--- src/rtl/th_gate_array.sv ---
`default_nettype none
// ============================================================================
//  Module   : th_gate_array
//  Purpose  : Array of CH hysteretic threshold gates (THmn style), one
//             weighted input per channel. A completion FSM watches the
//             registered gate outputs to generate ko, count DATA->NULL
//             wavefronts and flag protocol violations.
//  Revision : 1.0 - initial release
// ============================================================================
module th_gate_array #(
    parameter int CH    = 4,
    parameter int IN    = 3,
    parameter int THR   = 2,
    parameter int W0    = 1,
    parameter int CNT_W = 8
) (
    input  logic             clk,
    input  logic             rst,
    input  logic [CH*IN-1:0] in,
    output logic [CH-1:0]    out,
    output logic             ko,
    output logic [CNT_W-1:0] wave_cnt,
    output logic             err
);

    // The largest sum is W0 + (IN-1); one extra bit keeps the compare safe.
    localparam int                 c_SUM_W = $clog2(W0 + IN) + 1;
    localparam logic [c_SUM_W-1:0] c_THR   = c_SUM_W'(THR);
    localparam logic [c_SUM_W-1:0] c_W0    = c_SUM_W'(W0);

    typedef enum logic [1:0] {
        S_NULL  = 2'd0,
        S_FILL  = 2'd1,
        S_DATA  = 2'd2,
        S_DRAIN = 2'd3
    } state_t;

    logic [CH-1:0]    r_out;
    logic [CH-1:0]    r_out_q;     // out vector as last seen by the FSM
    logic [CH-1:0]    w_out_next;
    state_t           r_state;
    state_t           w_state_next;
    logic             r_ko;
    logic [CNT_W-1:0] r_wave_cnt;
    logic             r_err;

    logic             w_all1;
    logic             w_all0;
    logic             w_err_set;
    logic             w_enter_data;
    logic             w_enter_null;
    logic             w_wave_done;

    genvar g;
    generate
        for (g = 0; g < CH; g++) begin : g_ch
            logic [c_SUM_W-1:0] w_sum;

            // Weighted input sum for this channel.
            always_comb begin
                w_sum = in[g*IN] ? c_W0 : '0;
                for (int i = 1; i < IN; i++) begin
                    w_sum = w_sum + c_SUM_W'(in[g*IN+i]);
                end
            end

            // Set at threshold, clear only when every input is NULL, else hold.
            assign w_out_next[g] = (w_sum >= c_THR)     ? 1'b1 :
                                   (~|in[g*IN +: IN])   ? 1'b0 :
                                                          r_out[g];
        end
    endgenerate

    // Gate output registers plus the one-cycle history used for error checks.
    always_ff @(posedge clk or posedge rst) begin
        if (rst) begin
            r_out   <= '0;
            r_out_q <= '0;
        end else begin
            r_out   <= w_out_next;
            r_out_q <= r_out;
        end
    end

    assign w_all1 = &r_out;
    assign w_all0 = ~|r_out;

    // Completion FSM next-state logic driven by the registered out vector.
    always_comb begin
        w_state_next = r_state;
        case (r_state)
            S_NULL: begin
                if (w_all1)       w_state_next = S_DATA;
                else if (!w_all0) w_state_next = S_FILL;
            end
            S_FILL: begin
                if (w_all1)       w_state_next = S_DATA;
                else if (w_all0)  w_state_next = S_NULL;
            end
            S_DATA: begin
                if (w_all0)       w_state_next = S_NULL;
                else if (!w_all1) w_state_next = S_DRAIN;
            end
            S_DRAIN: begin
                if (w_all0)       w_state_next = S_NULL;
                else if (w_all1)  w_state_next = S_DATA;
            end
            default:              w_state_next = S_NULL;
        endcase
    end

    // A withdrawn bit while filling, or a new bit while draining, is a violation.
    assign w_err_set = ((r_state == S_FILL)  && |(r_out_q & ~r_out)) ||
                       ((r_state == S_DRAIN) && |(~r_out_q & r_out));

    assign w_enter_data = (w_state_next == S_DATA) && (r_state != S_DATA);
    assign w_enter_null = (w_state_next == S_NULL) && (r_state != S_NULL);
    assign w_wave_done  = (w_state_next == S_NULL) &&
                          ((r_state == S_DATA) || (r_state == S_DRAIN));

    // State, ko, wavefront counter and sticky error registers.
    always_ff @(posedge clk or posedge rst) begin
        if (rst) begin
            r_state    <= S_NULL;
            r_ko       <= 1'b1;
            r_wave_cnt <= '0;
            r_err      <= 1'b0;
        end else begin
            r_state <= w_state_next;
            if (w_enter_data)      r_ko <= 1'b0;
            else if (w_enter_null) r_ko <= 1'b1;
            if (w_wave_done)       r_wave_cnt <= r_wave_cnt + CNT_W'(1);
            if (w_err_set)         r_err <= 1'b1;
        end
    end

    assign out      = r_out;
    assign ko       = r_ko;
    assign wave_cnt = r_wave_cnt;
    assign err      = r_err;

endmodule
`default_nettype wire

--- config.mk ---
export PLATFORM = sky130hd
export DESIGN_NAME = th_gate_array
export DESIGN_NICKNAME = d
export VERILOG_FILES = /design/src/rtl/th_gate_array.sv
export SDC_FILE = /design/constraint.sdc
export NUM_CORES = 1
export LEC_CHECK = 0
export ABC_AREA = 1
export ABC_CLOCK_PERIOD_IN_PS = 1400
export CORE_UTILIZATION = 47
export DETAILED_ROUTE_END_ITERATION = 10
export MAX_ROUTING_LAYER = met4
export PLACE_DENSITY = 0.89
export SYNTH_ARGS = -nofsm -noshare
export SYNTH_HDL_FRONTEND = slang
export SYNTH_SLANG_ARGS = --single-unit
--- constraint.sdc ---
create_clock -name clk -period 1.4 [get_ports clk]
set_clock_uncertainty 0.05 [all_clocks]
set_input_delay 0.35 -clock clk [delete_from_list [all_inputs] [get_ports clk]]
set_output_delay 0.35 -clock clk [all_outputs]
set_load 0.1 [all_outputs]
==> reports/metrics.cfg <==
[run_status]
status = finished with violations
violations = negative setup slack

[place]
placed_cells = 178
hpwl_um = 1740
gp_congestion = 0.784
io_buffer_count = 27

[critical_path]
worst_path_max_delay_cell = dfstp_2
path_cells = buf_12
arrival_ns = 1.04
reg2reg_depth = 6
worst-endpoint-required_ns = 1.00
criticalPathCategory = flop to output port
worst-path-stages = 1
slowest_delay_ns = 0.57
cp-start-kind = flop
crit_path_max_fanout = 2
critical-path-top-delay-family = flip-flops
end_kind = output port
path_buf_inv = 1

[logic_synthesis]
synth_area_um2 = 1030
ys_warn_count = 0
syn_area_per_cell_um2 = 8.41
synth_seq_cells = 20
synth_cell_type_count = 18
synth_top_area_share_pct = 46.3
postSynthCellCount = 122
synth.largest_area_cell = dfrtp_1
syn-num-nets = 141
synthTopCellsByArea = dfrtp_1, nand2_1, inv_1
seq_area_frac_synth_pct = 48.9

[global_routing]
grt.total_usage_pct = 22.1
first_global_vias = 967
grt_max_degree = 21
grt_pass1_wl_um = 3860
grt_overflow = 0
grt_antenna_before_repair = 0

[clock_network]
cts_tree = yes
cts.htree.levels = 1
clk_pin_slew_ns = 0.11
root_buffer = clkbuf_4
cts_buffers = 3
postCtsHoldBufs = 0
numClockSinks = 20
cts_max_path_buffers = 2
insertion_delay_ns = 0.31

[floorplan]
dieHeight_um = 48.7
die-area_um2 = 2370
start_util_pct = 51.2
core_region_area_um2 = 2000
std_cell_rows = 16
fp.dieW_um = 48.7
ios = 28

[min_path]
hp-class = input pin to async pin

[power]
leakagePower_nw = 0.777
power_density_nw_per_um2 = 763
peakVddDrop_v = 0.000793

[route]
vias = 954
via_per_inst = 5.05
drtPass1Iterations = 4
drt-total-wl_um = 2350
antenna_left = 0
wl_per_cell_um = 12.4
drt_iter0_markers = 27
drc_errors = 0

[layout]
layout-drive-gt1-share_pct = 27.2
nets = 182
final_util_pct = 80.6
syn_to_final_growth_pct = 57.3
layout.filler_cells = 117
num_antenna_cells = 0
instances_no_fill = 189

[timing]
fmax_mhz = 693
timing.final.crit_share_pct = 103
drv_slew = 0
slew_headroom_pct = 84.1
fin_setup_tns_ns = -0.0956
worstMarginPinSlew_ns = 0.238
layout_min_cycle_time_ns = 1.44
hold_viol = 0
finalSetupViolCount = 5
setup_ws_ns = -0.0434
rsz0062_at_grt = yes

[flow_run]
cap_violations = 0

-- report_power, final --
group          switching (mW)  internal (mW)
registers              0.0349          0.610
clock network           0.172          0.111
logic                   0.176          0.127
-- cell families after synthesis --
| group | count (synthesis) | share of synthesized area [%] |
|---|---|---|
| xor gates and xnor gates | 3 | 2.56 |
| AOI/OAI and AO/OA | 15 | 7.80 |
| DFF | 20 | 48.9 |
| buffers and inverters | 21 | 7.68 |
| adders and majority gates | 5 | 6.10 |
| and+or+nand+nor | 58 | 27.0 |
-- sequential cells by signal, summed over array words and instances (netlist names) --
name      flops
err           1
r_out_q       4
wave_cnt      8
r_state       2
ko            1
out           4
-- placed cells by master (no fill, tap or decap), types with 5 or more instances in the layout --
cell,instances
nand2_1,35
a21oi_1,7
o21ai_0,6
dfrtp_4,5
clkdlybuf4s50_1,13
nand3_1,6
dfrtp_2,7
inv_1,21
ha_1,5
buf_12,15
dfrtp_1,7
buf_4,8
-- area by class of cell --
class	count	area, µm²	area share [%]
flip-flops and latches	20	529	32.8
repair buffers	36	490	30.4
multi-input cells	81	455	28.2
inverters	21	78.8	4.88
well taps	27	33.8	2.09
clock buffers	4	26.3	1.63
-- tightest hold or removal path, cell delays in order --
cell and delay [ns]:
clkdlybuf4s50_1 0.39, inv_1 0.10, buf_12 0.17
-- routing by layer --
metal,global-route usage [%],vias up,routed length [µm]
met3,4.09,3,93
met4,9.31,0,30
met5,-,-,0
met2,41.0,32,1320
li1,-,467,-
met1,22.6,452,908
-- Yosys cell counts --
library cell  number
ha_1               5
inv_1             21
nor2_4             2
a21oi_1            7
nand3_1            6
nand2_1           35
xnor2_1            1
nand4_1            4
o21bai_1           2
nor2_2             1
dfrtp_1           19
xor2_1             2
nor3_1             4
dfstp_2            1
nand2_2            1
o21ai_0            6
nor2_8             1
nor2_1             4
-- final timing paths --
path | start | end | slack, ns
worst max-delay path | ko | ko | -0.04
worst min-delay path | rst | wave_cnt[1] | 0.30
worst max register to register | out[3] | wave_cnt[5] | 0.07
worst min register to register | ko | ko | 0.46
max in group asynchronous | rst | ko | 0.78
min in group clk | ko | ko | 0.46
-- timing repair --
| action | in CTS | in global routing |
|---|---|---|
| buffers inserted | 3 | 5 |
| pin swaps | 0 | 1 |
| resized for setup | 0 | 4 |
| setup endpoints to repair | 5 | 10 |
-- through the flow --
stage	total power, mW	instance area [µm²]	worst slack, ns	hold WS, ns
CTS	1.21	1570	-0.0430	0.309
finish	1.23	1610	-0.0434	0.298
detailed placement	0.941	1530	-0.116	0.444
floorplan	0.805	1050	-0.0130	0.263
global placement	0.927	1530	-0.0388	0.437
global route	1.29	1610	-0.0676	0.334
No activity file was read; power rests on OpenSTA's default activity.
